--- src/rtl/pc_seq_pkg.sv ---
// Shared types and helpers for the PC/nPC fetch sequencer.
package pc_seq_pkg;

   typedef enum logic [1:0] {
      BOOT  = 2'd0,
      RUN   = 2'd1,
      FLUSH = 2'd2
   } seq_state_t;

   localparam logic [31:0] INSN_BYTES = 32'd4;

   // Force a byte address onto a word boundary.
   function automatic logic [31:0] align_word(input logic [31:0] addr);
      return {addr[31:2], 2'b00};
   endfunction

endpackage

--- src/rtl/pc_npc_regs.sv ---
// Paired PC/nPC register: one load enable, synchronous reset to parameter values.
module pc_npc_regs #(
   parameter logic [31:0] RESET_PC  = 32'h0000_0000,
   parameter logic [31:0] RESET_NPC = 32'h0000_0004
) (
   input  logic        Clk,
   input  logic        Reset,
   input  logic        load,
   input  logic [31:0] pc_next,
   input  logic [31:0] npc_next,
   output logic [31:0] pc,
   output logic [31:0] npc
);

   // Both registers update together so pc/npc can never be observed half-advanced.
   always_ff @(posedge Clk) begin
      if (Reset) begin
         pc  <= RESET_PC;
         npc <= RESET_NPC;
      end else if (load) begin
         pc  <= pc_next;
         npc <= npc_next;
      end
   end

endmodule

--- src/rtl/pc_npc_sequencer.sv ---
// Fetch-stage PC/nPC sequencer with delayed-branch semantics, stall hold,
// exception redirect with a one-cycle flush, and a one-cycle boot state.
module pc_npc_sequencer
   import pc_seq_pkg::*;
#(
   parameter logic [31:0] RESET_PC   = 32'h0000_0000,
   parameter logic [31:0] RESET_NPC  = 32'h0000_0004,
   parameter logic [31:0] EXC_VECTOR = 32'h0000_0080,
   parameter int unsigned CNT_W      = 16
) (
   input  logic             Clk,
   input  logic             Reset,
   input  logic             hazard_stall,
   input  logic             branch_taken,
   input  logic [31:0]      branch_target,
   input  logic             jump,
   input  logic [31:0]      jump_target,
   input  logic             exception_req,
   output logic [31:0]      pc,
   output logic [31:0]      npc,
   output logic             fetch_valid,
   output logic             delay_slot,
   output logic [CNT_W-1:0] stall_count,
   output logic             seq_error
);

   seq_state_t       state_q, state_d;
   logic             load;
   logic [31:0]      pc_d, npc_d;
   logic             ds_d, err_d;
   logic [CNT_W-1:0] cnt_d;
   logic             redirect;
   logic [31:0]      target;
   logic [31:0]      vec;

   assign redirect    = branch_taken | jump;
   assign target      = align_word(branch_taken ? branch_target : jump_target);
   assign vec         = align_word(EXC_VECTOR);
   assign fetch_valid = (state_q == RUN);

   pc_npc_regs #(
      .RESET_PC  (RESET_PC),
      .RESET_NPC (RESET_NPC)
   ) u_regs (
      .Clk      (Clk),
      .Reset    (Reset),
      .load     (load),
      .pc_next  (pc_d),
      .npc_next (npc_d),
      .pc       (pc),
      .npc      (npc)
   );

   // Next-state, next PC/nPC and status flags; RUN inputs are priority-ordered.
   always_comb begin
      state_d = state_q;
      load    = 1'b0;
      pc_d    = pc;
      npc_d   = npc;
      ds_d    = delay_slot;
      err_d   = seq_error;
      cnt_d   = stall_count;
      unique case (state_q)
         BOOT: state_d = RUN;
         RUN: begin
            if (exception_req) begin
               load    = 1'b1;
               pc_d    = vec;
               npc_d   = vec + INSN_BYTES;
               ds_d    = 1'b0;
               state_d = FLUSH;
            end else if (hazard_stall) begin
               if (stall_count != '1)
                  cnt_d = stall_count + 1'b1;
            end else if (redirect && !delay_slot) begin
               load  = 1'b1;
               pc_d  = npc;
               npc_d = target;
               ds_d  = 1'b1;
            end else begin
               // A redirect inside a delay slot is dropped but still flagged.
               if (redirect)
                  err_d = 1'b1;
               load  = 1'b1;
               pc_d  = npc;
               npc_d = npc + INSN_BYTES;
               ds_d  = 1'b0;
            end
         end
         FLUSH: begin
            if (exception_req) begin
               load  = 1'b1;
               pc_d  = vec;
               npc_d = vec + INSN_BYTES;
            end else begin
               state_d = RUN;
            end
         end
         default: state_d = BOOT;
      endcase
   end

   // State and status registers; Reset dominates every state.
   always_ff @(posedge Clk) begin
      if (Reset) begin
         state_q     <= BOOT;
         delay_slot  <= 1'b0;
         seq_error   <= 1'b0;
         stall_count <= '0;
      end else begin
         state_q     <= state_d;
         delay_slot  <= ds_d;
         seq_error   <= err_d;
         stall_count <= cnt_d;
      end
   end

endmodule

--- config.mk ---
export PLATFORM = sky130hd
export DESIGN_NAME = pc_npc_sequencer
export DESIGN_NICKNAME = d
export VERILOG_FILES = /design/src/rtl/pc_seq_pkg.sv /design/src/rtl/pc_npc_regs.sv /design/src/rtl/pc_npc_sequencer.sv
export SDC_FILE = /design/constraint.sdc
export NUM_CORES = 1
export LEC_CHECK = 0
export ABC_AREA = 1
export CAP_MARGIN = 40
export CORE_ASPECT_RATIO = 1.2
export CORE_MARGIN = 8
export CORE_UTILIZATION = 55
export CTS_CLUSTER_SIZE = 30
export DETAILED_ROUTE_END_ITERATION = 12
export DONT_BUFFER_PORTS = 1
export PLACE_DENSITY = 0.7
export SYNTH_ARGS = -nofsm -noshare
export SYNTH_HDL_FRONTEND = slang
export SYNTH_SLANG_ARGS = --single-unit
--- constraint.sdc ---
create_clock -name Clk -period 2.2 [get_ports Clk]
set_input_delay 0.44 -clock Clk [delete_from_list [all_inputs] [get_ports Clk]]
set_output_delay 0.44 -clock Clk [all_outputs]
set_load 0.01 [all_outputs]
# --- Word level (Yosys, flattened, before mapping) ---
# Cells that the tools add are included.
totals:
  ff_bits: 84
  out_inout_bits: 83
  inputBits: 70
classes:
  n_mux: 20
  eq_ne: 8
  addsub: 2
  n_bitwise: 4
  n_reduce_logical: 9
ops:
  columns: ["operator", "count"]
  rows:
  - ["$mux 32", 8]
  - ["$pmux 32 s2", 2]
  - ["$add 32x3->32 const B", 1]
  - ["$add 16x1->16 const B", 1]
  - ["$ne 16x16->1 const B", 1]
  - ["$reduce_and 4->1", 2]
  - ["$mux 1", 6]
  - ["$ne 2x2->1 const B", 3]
  - ["$pmux 2 s3", 1]
  - ["$reduce_and 5->1", 1]
  - ["$mux 2", 2]
  - ["$reduce_and 2->1", 2]
  - ["$ne 3x3->1 const B", 1]
  - ["$not 1->1", 3]
  - ["$eq 2x1->1 const B", 1]
  - ["$eq 2x2->1 const B", 1]
  - ["$logic_not 2->1", 1]
  - ["$ne 2x1->1 const B", 1]
  - ["$pmux 1 s2", 1]
  - ["$reduce_bool 2->1", 1]
  - ["$logic_and 1x1->1", 1]
  - ["$logic_not 1->1", 1]
  - ["$or 1x1->1", 1]

# --- Depth between registers and ports, before layout ---
depth:
  depth_word: 6
  depth_mapped: 12
  mapped_depth_nobuf: 11

# --- Cells and area by module ---
# From an unflattened synthesis, not the netlist that was laid out.
hier_totals:
  cells_unflattened: 1218
  area_unflattened_um2: 6662.6
modules_own_cells:
  columns: ["mod", "n_inst", "area_per_inst_um2", "cells_per_inst"]
  rows:
  - ["pc_npc_sequencer", 1, 3998.8, 814]
  - ["pc_npc_regs", 1, 2663.8, 404]

# --- Worst setup path before layout ---
# OpenSTA, ideal clock, no wires.
synth_path:
  path_kind: "register to register"
  startpoint: "register state_q[1]"
  endpoint: "register u_regs.pc[25]"
  path_buffers: 1
  path_stages_with_launch: 13
  t_required_ns: 2.072
  t_arrival_ns: 1.539
  synth_period_minus_slack_ns: 1.666
  setup_ns: 0.128
  path_slack_ns: 0.534
  cell_sequence: "dfxtp_1 inv_1 ha_1 inv_1 nor2_1 nand2_1 nand3_2 clkinv_2 nand2_4 inv_6 buf_6 a22oi_1 nor2_1"
synth_between:
  elab_chain_cells: 3
  elab_cells_between_ends: 8
  cone_classes: "eq/ne: 4; mux: 2; reduce/logical: 2"
synth_lines:
  columns: ["element", "line_no", "text"]
  rows:
  - ["start: declaration", "pc_npc_sequencer.sv:27", "seq_state_t state_q, state_d;"]
  - ["start signal: assignment", "pc_npc_sequencer.sv:111", "state_q <= state_d;"]
  - ["$eq 2x1->1 *", null, null]
  - ["net fetch_valid", "pc_npc_sequencer.sv:21", "output logic fetch_valid,"]
  - ["$ne 3x3->1 (no line), or another cell as far along", null, null]
  - ["$reduce_and 4->1 (no line)", null, null]
  - ["end signal: assignment", "pc_npc_regs.sv:21", "pc <= pc_next;"]
  - ["end: declaration", "pc_npc_regs.sv:11", "output logic [31:0] pc,"]
# Mark *: on every way through the listed nets, which the timed path passes. The rest lies on a longest branch.
# A chain may end at the register's enable or synchronous reset.

# --- Worst setup path in the final report ---
# Same ends and word-level chain as after synthesis.

==> metrics.md <==
| Metric | Value |
|---|---|
| Antenna Nets Post-Route | `0` |
| Area share of the leading cell type in the synthesized netlist | `roughly 34%` |
| Met2 Track Usage GR | `roughly two fifths` |
| Largest cells by area after synthesis | `dfxtp_1 34%, nand2_1 21%, nor2_1 9.4%` |
| CTS max path bufs | `2` |
| Clock Skew | `0.00436 ns` |
| Setup Buffers After CTS | `0` |
| Final hold viol count | `0` |
| GR Util met1 | `approximately 28%` |
| Wire per inst | `~16 µm` |
| Fill cells | `a little over 800` |
| Worst Path Max Fanout | `45` |
| Hold EP | `u_regs.pc[31]$_SDFFE_PP0P_` |
| Largest net degree at the start of global routing | `70` |
| EDFF count, synth | `0` |
| Yosys warns | `0` |
| Root Buffer | `clkbuf_8` |
| TritonCTS Sinks | `81` |
| GRT overflow | `0` |
| Synth Flop Type | `dfxtp_1` |
| Ant diodes | `0` |
| Initial Utilization | `between 50% and 60%` |
| Reg2reg end | `u_regs.pc[25]$_SDFFE_PP0P_` |
| Pins Over Slew Limit | `0` |
| GRT busiest layer | `met2` |
| Total GRT Usage | `a little under a quarter` |
| Number of remaining DRC errors | `0` |
| Vias in the first global route | `approximately 4600` |
| Met3 GRT Util | `under 10%` |
| Post-DP HPWL | `approximately 11000 µm` |
| Post-Route Utilization | `~60%` |
| Crit Path Class | `reg -> reg` |
| FFs w/ async S/R, synth | `0%` |
| WHS Path Cells | `1` |
| Final min period | `~1.9 ns` |
| Number of synthesized register bits | `81` |
| Antenna violations before repair | `0` |
| Pleak | `1.80 nW` |
| Fin nets | `about 850` |
| Cells after Synth | `around 780` |
| Pre-Repair DR Iteration Count | `6` |
| RSZ-0062 raised after global routing | `no` |
| Reg clk slew, reported paths | `around 0.080 ns` |
| Die width | `between 100 and 150 µm` |
| Worst setup EP type | `flop` |
| Detailed Route Iter0 Violations | `around 360` |
| Req. time, crit path | `~2.5 ns` |
| Routed wire length | `14200 µm` |
| TritonCTS Buffers | `9` |
| Via/cell ratio | `approximately 5.5` |
| Number of port buffers | `0` |
| Hold path startpoint | `Reset` |
| Final worst-path cycle share | `86.7%` |
| Max cap viols | `0` |
| Routed via count | `~4900` |
| Num rows | `37` |
| Mapped cell area | `roughly 4700 µm²` |
| Sequential fraction of the synthesis area | `34.2%` |
| H-tree levels | `3` |
| Pwr/cell area | `654 nW/µm²` |
| Arrival time worst endpoint | `~2.2 ns` |
| Core Area | `about 8500 µm²` |
| Status | `finished, final reports clean` |
| CTS tree | `yes` |
| Share of post-route cells with drive strength above 1 | `roughly 6.2%` |
| Avg Synthesized Cell Area | `a little over 6 µm²` |
| Fmax | `between 0.5 and 0.6 GHz` |
| Reg2reg path depth | `11` |
| Height of the die | `~120 µm` |
| Clock latency at the later pin of the worst-skew pair | `0.36 ns` |
| GPL Wtd Cong | `about 0.9` |
| Area Overhead vs Synth | `7.63%` |
| First-pass GRT wire length | `22800 µm` |
| Power after layout | `around 3.3 mW` |
| Distinct cells, synth | `34` |
| Die area | `11900 µm²` |
| Min-delay worst type | `in -> reg` |
| Maximum VDD drop | `around 0.00027 V` |
| Post-route setup TNS | `0 ns` |
| Final setup fails | `0` |
| IO Count | `approximately 150` |
| Reg2Reg Setup Slack | `slightly below 0.3 ns` |
| Startpoint types | `flop` |
| Area leader, netlist | `dfxtp_1` |
| R2r startpoint | `state_q[1]$_SDFFE_PP0P_` |
## sequential cells by signal, indices dropped and copies added, names as in the netlist
register and flops:
stall_count 16, u_regs.pc 31, seq_error 1, delay_slot 1
u_regs.npc 30, state_q 2
## cells in the final DEF (no fill, tap or decap), drive strengths merged
| cell type | netlist | final |
|---|---|---|
| xnor2 | 3 | 3 |
| conb | 1 | 2 |
| and2 | 2 | 2 |
| nand4 | 3 | 3 |
| clkinv | 1 | 6 |
| nand2 | 263 | 263 |
| or2 | 2 | 2 |
| dfxtp | 81 | 81 |
| ha | 6 | 6 |
| nor4 | 1 | 1 |
| nand3 | 60 | 60 |
| nor2 | 122 | 122 |
| clkbuf | 23 | 9 |
| o31ai | 2 | 2 |
| xor2 | 7 | 7 |
| clkinvlp | 0 | 1 |
| o21ai | 36 | 36 |
| nand3b | 2 | 2 |
| a22oi | 7 | 7 |
| nor3 | 11 | 11 |
| bufinv | 0 | 2 |
| a21oi | 70 | 70 |
| o211ai | 3 | 3 |
| o21a | 1 | 1 |
| buf | 14 | 19 |
| inv | 60 | 59 |
## area by class of cell
class / instances / area [µm²] / area share, %
Sequential cell: 81 / 1620 / 31.8
Inverter: 61 / 256 / 5.03
Tap cell: 117 / 146 / 2.87
Clock buffer: 9 / 124 / 2.43
Timing Repair Buffer: 19 / 155 / 3.04
Clock inverter: 7 / 95.1 / 1.86
Multi-Input combinational cell: 603 / 2700 / 53.0
## cell usage after synthesis, types with 5 or more instances
cell type and number:
a21oi_1 70, nand3_1 59, nor2_1 119, buf_6 5, xor2_1 7, dfxtp_1 81
inv_1 58, nand2_1 262, a22oi_1 7, ha_1 6, nor3_1 10, buf_2 6
clkbuf_1 23, o21ai_0 34
## stage by stage
stage | hold slack [ns] | std cells | area (µm²) | setup WS [ns]
after floorplan | 0.472 | 782 | 4740 | 0.534
after global placement | 0.479 | 881 | 4850 | 0.276
after detailed placement | 0.487 | 881 | 4850 | 0.217
after CTS | 0.126 | 897 | 5070 | 0.188
after global routing | 0.111 | 897 | 5100 | 0.0478
final | 0.142 | 897 | 5100 | 0.292
## worst max-delay path by stage
stage / start / slack [ns] / end / depth (start not counted)
after floorplan: state_q[1]$_SDFFE_PP0P_ / 0.53 / u_regs.pc[25]$_SDFFE_PP0P_ / 12
after global placement: state_q[1]$_SDFFE_PP0P_ / 0.28 / u_regs.npc[6]$_SDFFE_PP0P_ / 11
after detailed placement: state_q[1]$_SDFFE_PP0P_ / 0.22 / u_regs.npc[3]$_SDFFE_PP0P_ / 11
after CTS: state_q[1]$_SDFFE_PP0P_ / 0.19 / u_regs.npc[6]$_SDFFE_PP0P_ / 11
after global routing: state_q[1]$_SDFFE_PP0P_ / 0.05 / u_regs.pc[28]$_SDFFE_PP0P_ / 11
final: state_q[1]$_SDFFE_PP0P_ / 0.29 / u_regs.pc[25]$_SDFFE_PP0P_ / 11
## cells by family (layout without fill, tap and decap cells)
family	Yosys count	count (layout)	synth area share, %
xor gates and xnor gates	10	10	1.85
and+or+nand+nor	466	466	39.9
buffers and inverters	98	96	9.08
AOI/OAI and AO/OA	119	119	13.3
DFF	81	81	34.2
adders and majority gates	6	6	1.58
other	1	2	0.0791
## where the power goes
group / switching [mW] / total [mW] / internal [mW]
sequential: 0.0805 / 1.59 / 1.51
combinational: 0.359 / 0.538 / 0.179
clock: 0.567 / 1.21 / 0.639
total: 1.01 / 3.34 / 2.33
## critical path, stage by stage (launching register included)
cell and delay, ns:
dfxtp_1 0.35, inv_1 0.10, ha_2 0.24, inv_1 0.08, nor2_1 0.12, nand2_1 0.10, nand3_2 0.11, clkinv_2 0.13
nand2_8 0.18, clkinv_16 0.15, a22oi_1 0.17, nor2_1 0.06
## repair_timing
action,in CTS,in global routing
hold buffers,0,0
resized for setup,0,5
endpoints found under the setup margin,0,21
## per-layer routing
| metal | up-vias | routed length, µm |
|---|---|---|
| li1 | 2475 | - |
| met1 | 2228 | 5750 |
| met2 | 189 | 6930 |
| met3 | 26 | 1230 |
| met4 | 0 | 328 |
| met5 | - | 0 |
(Power assumes the default switching activity.)
